**src/rtl/uart_rx_deser_cfg.sv**
```systemverilog
// -----------------------------------------------------------------------------
// uart_rx_deser_cfg
//
// Configurable serial-to-parallel stage of the UART receive path. Bits coming
// from the sampler are captured once per bit period (when edge_cnt reaches
// sample_edge while the frame FSM holds enable), placed LSB-first or MSB-first
// into the output word, and folded into a running parity result. A frame is
// armed by a start pulse, which also latches length, bit order and parity
// sense for the whole frame.
//
// Parameters:
//   DATA_WIDTH  maximum data bits per frame, width of P_DATA
//   EDGE_W      width of the oversampling edge counter
//   LEN_W       width of data_len; 2**LEN_W must exceed DATA_WIDTH
//
// Ports:
//   CLK          receive clock
//   RST          synchronous active-high reset
//   sampled_bit  majority-voted bit from the sampler
//   edge_cnt     current oversampling edge index within the bit
//   sample_edge  edge index at which the bit is captured
//   enable       frame FSM is in the data-bit state
//   start        one-cycle pulse at the start bit, arms a new frame
//   data_len     data bits per frame (0 or > DATA_WIDTH means DATA_WIDTH)
//   msb_first    0: LSB first, 1: MSB first
//   par_odd      0: even parity, 1: odd parity
//   P_DATA       assembled word, unused upper bits read 0
//   data_valid   one-cycle pulse when the last data bit has been stored
//   par_calc     expected parity bit for the bits received so far
//   busy         frame armed and not yet complete
// -----------------------------------------------------------------------------
module uart_rx_deser_cfg #(
   parameter int DATA_WIDTH = 8,
   parameter int EDGE_W     = 5,
   parameter int LEN_W      = 4
) (
   input  logic                  CLK,
   input  logic                  RST,
   input  logic                  sampled_bit,
   input  logic [EDGE_W-1:0]     edge_cnt,
   input  logic [EDGE_W-1:0]     sample_edge,
   input  logic                  enable,
   input  logic                  start,
   input  logic [LEN_W-1:0]      data_len,
   input  logic                  msb_first,
   input  logic                  par_odd,
   output logic [DATA_WIDTH-1:0] P_DATA,
   output logic                  data_valid,
   output logic                  par_calc,
   output logic                  busy
);

   typedef enum logic {
      ST_IDLE = 1'b0,
      ST_RUN  = 1'b1
   } state_t;

   localparam logic [LEN_W-1:0] FULL_LEN = LEN_W'(DATA_WIDTH);
   localparam logic [LEN_W-1:0] ONE      = LEN_W'(1);

   state_t                state_reg, state_next;
   logic [LEN_W-1:0]      cnt_reg, cnt_next;
   logic [LEN_W-1:0]      len_reg, len_next;
   logic                  msb_reg, msb_next;
   logic                  odd_reg, odd_next;
   logic                  acc_reg, acc_next;
   logic                  pc_reg, pc_next;
   logic                  dv_reg, dv_next;
   logic [DATA_WIDTH-1:0] p_data_reg, p_data_next;

   logic [LEN_W-1:0]      eff_len;
   logic [LEN_W-1:0]      bit_idx;
   logic [DATA_WIDTH-1:0] captured_word;
   logic                  capture;
   logic                  last_bit;

   // Out-of-range lengths fall back to the full word width.
   assign eff_len = ((data_len == '0) || (data_len > FULL_LEN)) ? FULL_LEN : data_len;

   // start wins over a coincident capture, so the capture is masked here.
   assign capture  = (state_reg == ST_RUN) && enable && (edge_cnt == sample_edge) && !start;
   assign last_bit = (cnt_reg == (len_reg - ONE));

   // MSB-first frames fill the word from index L-1 downwards so the result
   // stays right-aligned regardless of the configured length.
   assign bit_idx = msb_reg ? (len_reg - ONE - cnt_reg) : cnt_reg;

   // Word as it looks after storing sampled_bit at bit_idx.
   for (genvar gi = 0; gi < DATA_WIDTH; gi++) begin : g_capture_bit
      assign captured_word[gi] = (bit_idx == LEN_W'(gi)) ? sampled_bit : p_data_reg[gi];
   end

   always_comb begin
      state_next  = state_reg;
      cnt_next    = cnt_reg;
      len_next    = len_reg;
      msb_next    = msb_reg;
      odd_next    = odd_reg;
      acc_next    = acc_reg;
      p_data_next = p_data_reg;
      dv_next     = 1'b0;

      if (start) begin
         // Arming works from either state; in RUN it silently aborts the frame.
         state_next  = ST_RUN;
         cnt_next    = '0;
         acc_next    = 1'b0;
         len_next    = eff_len;
         msb_next    = msb_first;
         odd_next    = par_odd;
         p_data_next = '0;
      end else if (capture) begin
         p_data_next = captured_word;
         acc_next    = acc_reg ^ sampled_bit;
         if (last_bit) begin
            cnt_next   = '0;
            state_next = ST_IDLE;
            dv_next    = 1'b1;
         end else begin
            cnt_next = cnt_reg + ONE;
         end
      end

      // Holds in IDLE because acc and odd only move on start or capture.
      pc_next = acc_next ^ odd_next;
   end

   always_ff @(posedge CLK) begin
      if (RST) begin
         state_reg  <= ST_IDLE;
         cnt_reg    <= '0;
         len_reg    <= FULL_LEN;
         msb_reg    <= 1'b0;
         odd_reg    <= 1'b0;
         acc_reg    <= 1'b0;
         pc_reg     <= 1'b0;
         dv_reg     <= 1'b0;
         p_data_reg <= '0;
      end else begin
         state_reg  <= state_next;
         cnt_reg    <= cnt_next;
         len_reg    <= len_next;
         msb_reg    <= msb_next;
         odd_reg    <= odd_next;
         acc_reg    <= acc_next;
         pc_reg     <= pc_next;
         dv_reg     <= dv_next;
         p_data_reg <= p_data_next;
      end
   end

   assign P_DATA     = p_data_reg;
   assign data_valid = dv_reg;
   assign par_calc   = pc_reg;
   assign busy       = (state_reg == ST_RUN);

endmodule

```
**config.mk**
```make
export PLATFORM = sky130hd
export DESIGN_NAME = uart_rx_deser_cfg
export DESIGN_NICKNAME = d
export VERILOG_FILES = /design/src/rtl/uart_rx_deser_cfg.sv
export SDC_FILE = /design/constraint.sdc
export NUM_CORES = 1
export LEC_CHECK = 0
export CORE_MARGIN = 3
export CORE_UTILIZATION = 45
export CTS_CLUSTER_DIAMETER = 150
export DETAILED_ROUTE_END_ITERATION = 10
export HOLD_SLACK_MARGIN = 0.12
export PLACE_DENSITY = 0.75
export RECOVER_POWER = 50
export SYNTH_ARGS = -nofsm -noshare
export SYNTH_HDL_FRONTEND = slang
export SYNTH_SLANG_ARGS = --single-unit
```
**constraint.sdc**
```tcl
create_clock -name CLK -period 2.4 [get_ports CLK]
set_input_delay 0.72 -clock CLK [delete_from_list [all_inputs] [get_ports CLK]]
set_output_delay 0.72 -clock CLK [all_outputs]
set_load 0.02 [all_outputs]
```
==> flow_metrics.tcl, run 1 <==
set metrics [dict create \
    cts_sinks 22 \
    grt_pass1_vias 1513 \
    ys_seq_area_share_pct 30.56 \
    maxSlewHeadroom_pct 69.02 \
    ys_ff_latch 22 \
    ioPinCount 32 \
    p_leak_nw 0.8068 \
    fp-row-count 19 \
    synth_ff_type "dfxtp_1" \
    max_clock_freq_ghz 0.4263 \
    cap_violations 0 \
    hold_end "odd_reg$_SDFF_PP0_" \
    power_density_nw_per_um2 399.4 \
    netlist_instances 174 \
    wirelength_mm 3.936 \
    largest_register_ffs 8 \
    min_from "odd_reg$_SDFF_PP0_" \
    finish.utilization_pct 72.35 \
    diodes 0 \
    syn_to_final_growth_pct 45.57 \
    finalSetupViolCount 0 \
    clk_latency_ns 0.32 \
    syn-num-nets 201 \
    tritoncts "done" \
    syn_area_per_cell_sq_um 8.284 \
    pre_cts_ws_ns -0.1588 \
    drt_iter0_drc 59 \
    crit_path_start_kind "flip-flop" \
    grt_pass1_wl_mm 6.596 \
    clockBufferDepth 2 \
    synthMuxAreaShare_pct 7.726 \
    path_class "flip-flop to flip-flop" \
    synth-simple-area-share_pct 29.95 \
    ir_drop_uv 333.5 \
    ys_warn_count 0 \
    die_w_microns 62.60 \
    synth_compound_area_share_pct 13.72 \
    hold_class "flip-flop to flip-flop" \
    drtAntennaViolNets 0 \
    fin_skew_ns 0.002611 \
    timing.rr.end "P_DATA[4]$_SDFFE_PP0P_" \
    regToRegSetupSlack_ns 0.05 \
    final_nets 256 \
    final-hold-violation-count 0 \
    maxSlewViolCount 0 \
    post-route-period-util_pct 97.75 \
    io_buffers 31 \
    cts-buffers-inserted 3 \
    synth-xor-area-share_pct 8.160 \
    grt_overflow_total 0 \
    fin_crit_ns 2.346 \
    async_flop_share_pct 0 \
    critPathMaxFanout 3 \
    synth_edf_count 0 \
    initial_core_util_pct 49.70 \
    die_y_microns 62.60 \
    ys_types 42 \
    clock-root-buffer "clkbuf_4" \
    crit_required_ns 2.65 \
    dp_hpwl_mm 2.987 \
    coreArea_sq_um 2900 \
    grtUsageTotal_pct 20.33 \
    antenna_found_initial 0 \
    layout_setup_ws_ns 0.05400 \
    rr_worst_depth 9 \
    r2r_start "len_reg[0]$_SDFFE_PP0P_" \
    drive_gt1_share_pct 20.61 \
    synth_top_family_by_area "simple AND/OR/NAND/NOR gates" \
    drc 0 \
    worst_pin_slew_ns 0.4614 \
    status "finished clean" \
    num_vias 1493 \
    grt_start_max_net_pins 14 \
    drt_first_pass_iters 4 \
    end_kind "flip-flop" \
    cp.arrival_ns 2.60 \
    htreeDepth 1 \
    place_congestion 0.8063 \
    yosys.area_share.adder_pct 5.729 \
    clk_pin_slew_worst_paths_ns 0.13 \
    post_drt_wl_per_cell_microns 14.58 \
    hold-path-cell-count 2 \
    synthesis.area_sq_um 1441 \
    dieArea_sq_um 3918 \
    viasPerCell 5.530 \
]
## synth_stat cells, types with 5 or more instances
| cell | number | area (sq um) |
|---|---|---|
| a211o_1 | 5 | 43.79 |
| xnor2_1 | 7 | 61.31 |
| nand2_1 | 20 | 75.07 |
| nor4_1 | 5 | 31.28 |
| o211ai_1 | 6 | 45.04 |
| nor2_1 | 15 | 56.30 |
| dfxtp_1 | 22 | 440.4 |
| ha_1 | 5 | 62.56 |
| nor3b_1 | 5 | 37.54 |
| a21oi_1 | 6 | 30.03 |
| nand3_1 | 5 | 25.02 |
| inv_1 | 7 | 26.28 |
| mux2i_1 | 10 | 100.1 |
| nor3_1 | 8 | 40.04 |
## metrics by stage
stage | setup TNS (ns) | cell area, sq um | instances | power, mW | hold slack (ns)
3_3_place_gp | -0.5325 | 1962 | 265 | 0.5346 | 0.4653
2_1_floorplan | 0 | 1441 | 174 | 0.4703 | 0.4617
3_5_place_dp | -1.073 | 1962 | 265 | 0.5407 | 0.4810
6_report | 0 | 2098 | 270 | 0.8381 | 0.4948
5_1_grt | -0.03957 | 2098 | 270 | 0.8693 | 0.5466
4_1_cts | -0.004444 | 2031 | 269 | 0.8302 | 0.4972
## critical path: stages (launching register included)
cell and delay [ns]:
dfxtp_2 0.34, buf_4 0.14, ha_2 0.18, fa_1 0.55
and2_4 0.17, o22ai_1 0.13, nor4_1 0.41, buf_4 0.19
mux2i_1 0.07, o211ai_1 0.09
## cell type report
cell class | instances | area [sq um]
Multi-Input combinational cell | 137 | 1023
Fill cell | 228 | 802.0
Timing Repair Buffer | 57 | 498.0
Sequential cell | 22 | 441.7
Tap cell | 42 | 52.55
Clock inverter | 1 | 30.03
Inverter | 8 | 30.03
Clock buffer | 3 | 22.52
## cell families after synthesis
logic type | after synthesis
muxes | 11
adders and majority gates | 6
buffers and inverters | 15
xor gates and xnor gates | 11
and+or+nand+nor | 81
DFF | 22
AOI/OAI and AO/OA | 28
## power breakdown
| part | total, mW | leakage, nW | internal (mW) | switching [mW] |
|---|---|---|---|---|
| Combinational | 0.165 | 0.600 | 0.0867 | 0.0786 |
| Clock | 0.293 | 0.0279 | 0.169 | 0.124 |
| Sequential | 0.380 | 0.179 | 0.372 | 0.00771 |
| Total | 0.838 | 0.807 | 0.628 | 0.210 |
## worst max-delay path by stage
stage	start	to	cells after the start
global route	len_reg[0]$_SDFFE_PP0P_	P_DATA[4]$_SDFFE_PP0P_	9
CTS	len_reg[0]$_SDFFE_PP0P_	P_DATA[0]$_SDFFE_PP0P_	8
finish	len_reg[0]$_SDFFE_PP0P_	P_DATA[4]$_SDFFE_PP0P_	9
global placement	sample_edge[3]	P_DATA[2]$_SDFFE_PP0P_	7
floorplan	len_reg[0]$_SDFFE_PP0P_	P_DATA[3]$_SDFFE_PP0P_	8
detailed placement	sample_edge[3]	P_DATA[2]$_SDFFE_PP0P_	7
## per-layer routing
| layer | GRT usage, % | vias to the layer above | wire length [microns] |
|---|---|---|---|
| met1 | 24.84 | 692 | 1687 |
| met4 | 6.612 | 0 | 84 |
| met3 | 2.158 | 12 | 162 |
| li1 | - | 736 | - |
| met2 | 36.88 | 53 | 2001 |
| met5 | 0 | - | 0 |
## repair_timing
| item | CTS | global route |
|---|---|---|
| pin swaps | 0 | 5 |
| gates resized for setup | 3 | 12 |
| endpoints found under the setup margin | 3 | 8 |
| hold buffers | 0 | 0 |
| buffers inserted | 0 | 1 |
## cell usage in the layout, fill, tap and decap left out, types with 2 or more instances in the layout
cell	count
buf_4	24
nor2_1	15
a211o_1	5
o211ai_1	6
a21oi_1	6
nor3b_1	4
mux2i_1	10
xnor2_1	7
nor2b_1	4
nand3_1	5
o21bai_1	2
nand2_1	20
clkbuf_4	3
clkbuf_1	2
inv_1	8
nand4_1	2
or3_1	4
nor3_1	5
o22ai_1	2
nor4_1	3
clkdlybuf4s50_1	30
dfxtp_1	21
a22oi_1	2
or2_2	4
ha_1	3
nor3_2	3
No activity file was read; power rests on OpenSTA's default activity.
==> run 2: changes to the inputs <==
--- a/config.mk
+++ b/config.mk
@@ -12,6 +12,7 @@
 export HOLD_SLACK_MARGIN = 0.12
 export PLACE_DENSITY = 0.75
 export RECOVER_POWER = 50
+export REMOVE_ABC_BUFFERS = 1
 export SYNTH_ARGS = -nofsm -noshare
 export SYNTH_HDL_FRONTEND = slang
 export SYNTH_SLANG_ARGS = --single-unit
==> flow_metrics.tcl, run 2 (synthesized netlist as in run 1, its figures left out) <==
set metrics [dict create \
    final_nets 255 \
    die_y_microns 62.60 \
    place_congestion 0.8004 \
    clk_pin_slew_worst_paths_ns 0.14 \
    htreeDepth 1 \
    worst_pin_slew_ns 0.4689 \
    drt_iter0_drc 75 \
    design_area_sq_um 2068 \
    drc 0 \
    cp.arrival_ns 2.57 \
    grt_pass1_vias 1435 \
    largest_register_ffs 8 \
    critPathMaxFanout 3 \
    drt_first_pass_iters 4 \
    viasPerCell 5.435 \
    fp-row-count 19 \
    clockBufferDepth 2 \
    power_density_nw_per_um2 405.4 \
    r2r_start "len_reg[0]$_SDFFE_PP0P_" \
    antenna_found_initial 0 \
    grt_pass1_wl_mm 6.258 \
    num-fill-cells 228 \
    p_total_mw 0.8384 \
    drtAntennaViolNets 0 \
    fin_crit_ns 2.327 \
    regToRegSetupSlack_ns 0.07 \
    hold-path-cell-count 2 \
    initial_core_util_pct 49.70 \
    post-route-period-util_pct 96.98 \
    tritoncts "done" \
    grtUsageTotal_pct 19.54 \
    final-hold-violation-count 0 \
    seqPwrFrac_pct 45.3 \
    p_clk_share_pct 35.8 \
    cts_sinks 22 \
    crit_path_start_kind "flip-flop" \
    die_w_microns 62.60 \
    post_drt_wl_per_cell_microns 13.74 \
    end_kind "flip-flop" \
    hold_class "flip-flop to flip-flop" \
    ir_drop_uv 311.8 \
    crit_required_ns 2.64 \
    cts-buffers-inserted 3 \
    pre_cts_ws_ns -0.1470 \
    max_clock_freq_ghz 0.4297 \
    timing.rr.end "P_DATA[1]$_SDFFE_PP0P_" \
    placedInstanceArea_sq_um 1954 \
    maxSlewHeadroom_pct 68.51 \
    drive_gt1_share_pct 18.94 \
    intPower_mw 0.6263 \
    syn_to_final_growth_pct 43.49 \
    fin_skew_ns 0.002370 \
    mostFrequentLayoutCell "clkdlybuf4s50_1" \
    p_leak_nw 0.8027 \
    ioPinCount 32 \
    maxSlewViolCount 0 \
    dp_hpwl_mm 2.945 \
    finalSetupViolCount 0 \
    comb_power_share_pct 18.9 \
    path_class "flip-flop to flip-flop" \
    final_cell_mix "clkdlybuf4s50_1 (24), buf_4 (23), dfxtp_1 (20), nand2_1 (20), nor2_1 (15)" \
    num_vias 1462 \
    fin_tns_setup_ns 0 \
    min_from "odd_reg$_SDFF_PP0_" \
    dieArea_sq_um 3918 \
    clock-root-buffer "clkbuf_4" \
    wirelength_mm 3.695 \
    clk_latency_ns 0.33 \
    grt_start_max_net_pins 14 \
    rr_worst_depth 8 \
    io_buffers 31 \
    layout_setup_ws_ns 0.07257 \
    cap_violations 0 \
    switchingPower_mw 0.2121 \
    diodes 0 \
    grt_overflow_total 0 \
    coreArea_sq_um 2900 \
    hold_end "odd_reg$_SDFF_PP0_" \
    swShare_pct 25.29 \
    status "finished clean" \
]
## run 2: cell types whose count changed in the layout (fill, tap and decap cells not counted), moves of 2 or more
cell             before  now
clkdlybuf4s50_1      30   24
dlygate4sd3_1         1    7
nor3_2                3    1
nor3_1                5    7
## run 2: layout make-up
class                      count  area, sq um  area share (%)
tap                           42        52.55           2.541
inverter                       8        30.03           1.452
multi-input combinational    137        999.7           48.34
sequential                    22        442.9           21.42
clock inverter                 1        30.03           1.452
timing repair buffer          56        490.5           23.71
clock buffer                   3        22.52           1.089
## run 2: metal layers
layer | global-route usage [%] | share of wire [%]
met3 | 2.698 | 5.0
met4 | 7.713 | 1.7
met1 | 23.96 | 45
met5 | 0 | 0
met2 | 34.22 | 49
## run 2: what timing repair did
action                                 CTS  global route
setup endpoints to repair                3             8
hold buffers                             0             0
setup buffers                            0             1
resized for setup                        3             8
endpoints found under the hold margin    0             0
pin swaps                                0             3
## run 2: how the worst max path moves through the flow
stage	startpoint	endpoint	slack [ns]	cells past startpoint
after floorplan	len_reg[0]$_SDFFE_PP0P_	P_DATA[3]$_SDFFE_PP0P_	0.04	8
after CTS	len_reg[0]$_SDFFE_PP0P_	P_DATA[1]$_SDFFE_PP0P_	0.02	8
final	len_reg[0]$_SDFFE_PP0P_	P_DATA[1]$_SDFFE_PP0P_	0.07	8
after global placement	sample_edge[3]	P_DATA[3]$_SDFFE_PP0P_	-0.09	7
after global routing	len_reg[0]$_SDFFE_PP0P_	P_DATA[1]$_SDFFE_PP0P_	-0.007	8
after detailed placement	sample_edge[3]	P_DATA[3]$_SDFFE_PP0P_	-0.15	7
## run 2: stage by stage
step | utilization, % | std cells | hold slack [ns]
after floorplan | - | 167 | 0.4550
after global placement | 67.39 | 264 | 0.4656
after detailed placement | 67.39 | 264 | 0.4786
after CTS | 69.76 | 268 | 0.4976
after global routing | 71.31 | 269 | 0.5376
final | 71.31 | 269 | 0.4969
## run 2: critical path, stage by stage, from the launching register on
cell     delay [ns]
dfxtp_2        0.34
buf_4          0.14
ha_4           0.16
fa_1           0.55
nand2_1        0.09
a211o_1        0.33
nor3_2         0.25
mux2i_1        0.11
a211o_1        0.26
## run 2: power by group through the flow
stage,clock [mW],combinational [mW],sequential (mW)
after floorplan,0,0.0752,0.389
after global placement,0,0.147,0.387
after detailed placement,0,0.151,0.388
after CTS,0.302,0.153,0.380
after global routing,0.316,0.173,0.381
final,0.300,0.158,0.380
==> run 3: changes to the inputs <==
--- a/config.mk
+++ b/config.mk
@@ -5,7 +5,7 @@
 export SDC_FILE = /design/constraint.sdc
 export NUM_CORES = 1
 export LEC_CHECK = 0
-export CORE_MARGIN = 3
+export CORE_MARGIN = 2
 export CORE_UTILIZATION = 45
 export CTS_CLUSTER_DIAMETER = 150
 export DETAILED_ROUTE_END_ITERATION = 10
==> flow_metrics.tcl, run 3 (synthesized netlist as in run 1, its figures left out) <==
set metrics [dict create \
    status "finished clean" \
    drive_gt1_share_pct 18.58 \
    clk_pin_slew_worst_paths_ns 0.14 \
    seq_area_sq_um 441.7 \
    gr-usage-met2_pct 35.94 \
    antenna_found_initial 0 \
    rr_worst_depth 8 \
    grt_start_max_net_pins 14 \
    dp_hpwl_mm 2.863 \
    ir_drop_uv 226.7 \
    p_leak_nw 0.8373 \
    die_w_microns 60.60 \
    grt_busiest_layer "met2" \
    coreArea_sq_um 3053 \
    htreeDepth 1 \
    io_buffers 31 \
    grtUsageTotal_pct 21.12 \
    initial_core_util_pct 47.21 \
    ctsHoldBuffers 0 \
    viasPerCell 5.448 \
    drt_first_pass_iters 4 \
    clockBufferDepth 2 \
    clk_latency_ns 0.33 \
    drc 0 \
    regToRegSetupSlack_ns 0.04 \
    met3_usage_pct 2.559 \
    largest_register_ffs 8 \
    wirelength_mm 3.729 \
    final_cell_mix "clkdlybuf4s50_1 (23), buf_4 (22), dfxtp_1 (21)" \
    grt_use_met1_pct 27.07 \
    multi_input_area_sq_um 1002 \
    finalSetupViolCount 0 \
    place_congestion 0.8288 \
    post_drt_wl_per_cell_microns 13.81 \
    post-route-period-util_pct 98.16 \
    mostFrequentLayoutCell "clkdlybuf4s50_1" \
    whs_ns 0.4999 \
    hold_end "odd_reg$_SDFF_PP0_" \
    die_y_microns 60.60 \
    num-fill-cells 272 \
    grt_overflow_total 0 \
    r2r_start "len_reg[1]$_SDFFE_PP0P_" \
    syn_to_final_growth_pct 44.36 \
    max_clock_freq_ghz 0.4245 \
    hold_class "flip-flop to flip-flop" \
    fp-row-count 20 \
    clock-root-buffer "clkbuf_4" \
    end_kind "flip-flop" \
    fin_tns_setup_ns 0 \
    ioPinCount 32 \
    drtAntennaViolNets 0 \
    cts-buffers-inserted 3 \
    finish.utilization_pct 68.16 \
    layout_setup_ws_ns 0.04413 \
    cap_violations 0 \
    dieArea_sq_um 3672 \
    final_nets 254 \
    crit_required_ns 2.64 \
    tritoncts "done" \
    timing.rr.end "P_DATA[1]$_SDFFE_PP0P_" \
    pre_cts_ws_ns -0.2204 \
    min_from "odd_reg$_SDFF_PP0_" \
    grt_pass1_vias 1356 \
    drt_iter0_drc 79 \
    path_class "flip-flop to flip-flop" \
    fin_crit_ns 2.356 \
    cts_setup_buffers 0 \
    num_vias 1471 \
    fin_skew_ns 0.01419 \
    grt_pass1_wl_mm 5.858 \
    power_density_nw_per_um2 403.9 \
    critPathMaxFanout 2 \
    cp.arrival_ns 2.60 \
    maxSlewHeadroom_pct 67.96 \
    cts_sinks 22 \
    final-hold-violation-count 0 \
    hold-path-cell-count 2 \
    diodes 0 \
    crit_path_start_kind "flip-flop" \
    maxSlewViolCount 0 \
    worst_pin_slew_ns 0.4772 \
]
run 3: layer usage:
metal | routed length, microns | vias to the layer above
met5 | 0 | -
met4 | 53 | 0
met3 | 207 | 6
met2 | 1884 | 50
met1 | 1583 | 686
li1 | - | 729
run 3: cell type report:
type	instances	share of cell area (%)
inverter	8	1.443
multi-input combinational	137	48.17
sequential	22	21.23
timing repair buffer	55	23.99
clock buffer	3	1.082
tap	44	2.646
clock inverter	1	1.443
run 3: how the worst max path moves through the flow:
| stage | startpoint | to | slack [ns] | cells past startpoint |
|---|---|---|---|---|
| 2_1_floorplan | len_reg[0]$_SDFFE_PP0P_ | P_DATA[3]$_SDFFE_PP0P_ | 0.04 | 8 |
| 3_3_place_gp | sample_edge[1] | P_DATA[3]$_SDFFE_PP0P_ | -0.18 | 7 |
| 3_5_place_dp | sample_edge[0] | P_DATA[3]$_SDFFE_PP0P_ | -0.22 | 7 |
| 4_1_cts | len_reg[0]$_SDFFE_PP0P_ | P_DATA[1]$_SDFFE_PP0P_ | 0.03 | 8 |
| 5_1_grt | len_reg[0]$_SDFFE_PP0P_ | P_DATA[1]$_SDFFE_PP0P_ | -0.04 | 8 |
| 6_report | len_reg[1]$_SDFFE_PP0P_ | P_DATA[1]$_SDFFE_PP0P_ | 0.04 | 8 |
run 3: critical path: stages, from the launching register on:
cell     delay, ns
dfxtp_1       0.36
inv_1         0.04
ha_1          0.31
fa_1          0.53
nand2_1       0.08
a211o_1       0.34
nor3_4        0.20
mux2i_1       0.13
a211o_1       0.28
run 3: through the flow:
step                std cells  cell area [sq um]  total power [mW]
finish                    270               2081            0.8404
global placement          266               1969            0.5347
CTS                       270               2032            0.8340
floorplan                 167               1411            0.4643
global route              270               2081            0.8679
detailed placement        266               1969            0.5394
run 3: power breakdown:
group	total [mW]	switching, mW	internal (mW)	leakage, nW
sequential	0.380	0.00720	0.372	0.179
combinational	0.160	0.0763	0.0840	0.630
clock	0.301	0.131	0.169	0.0279
run 3: what timing repair did:
| item | in CTS | in global routing |
|---|---|---|
| pin swaps | 0 | 2 |
| resized for setup | 2 | 11 |
| endpoints found under the setup margin | 2 | 8 |
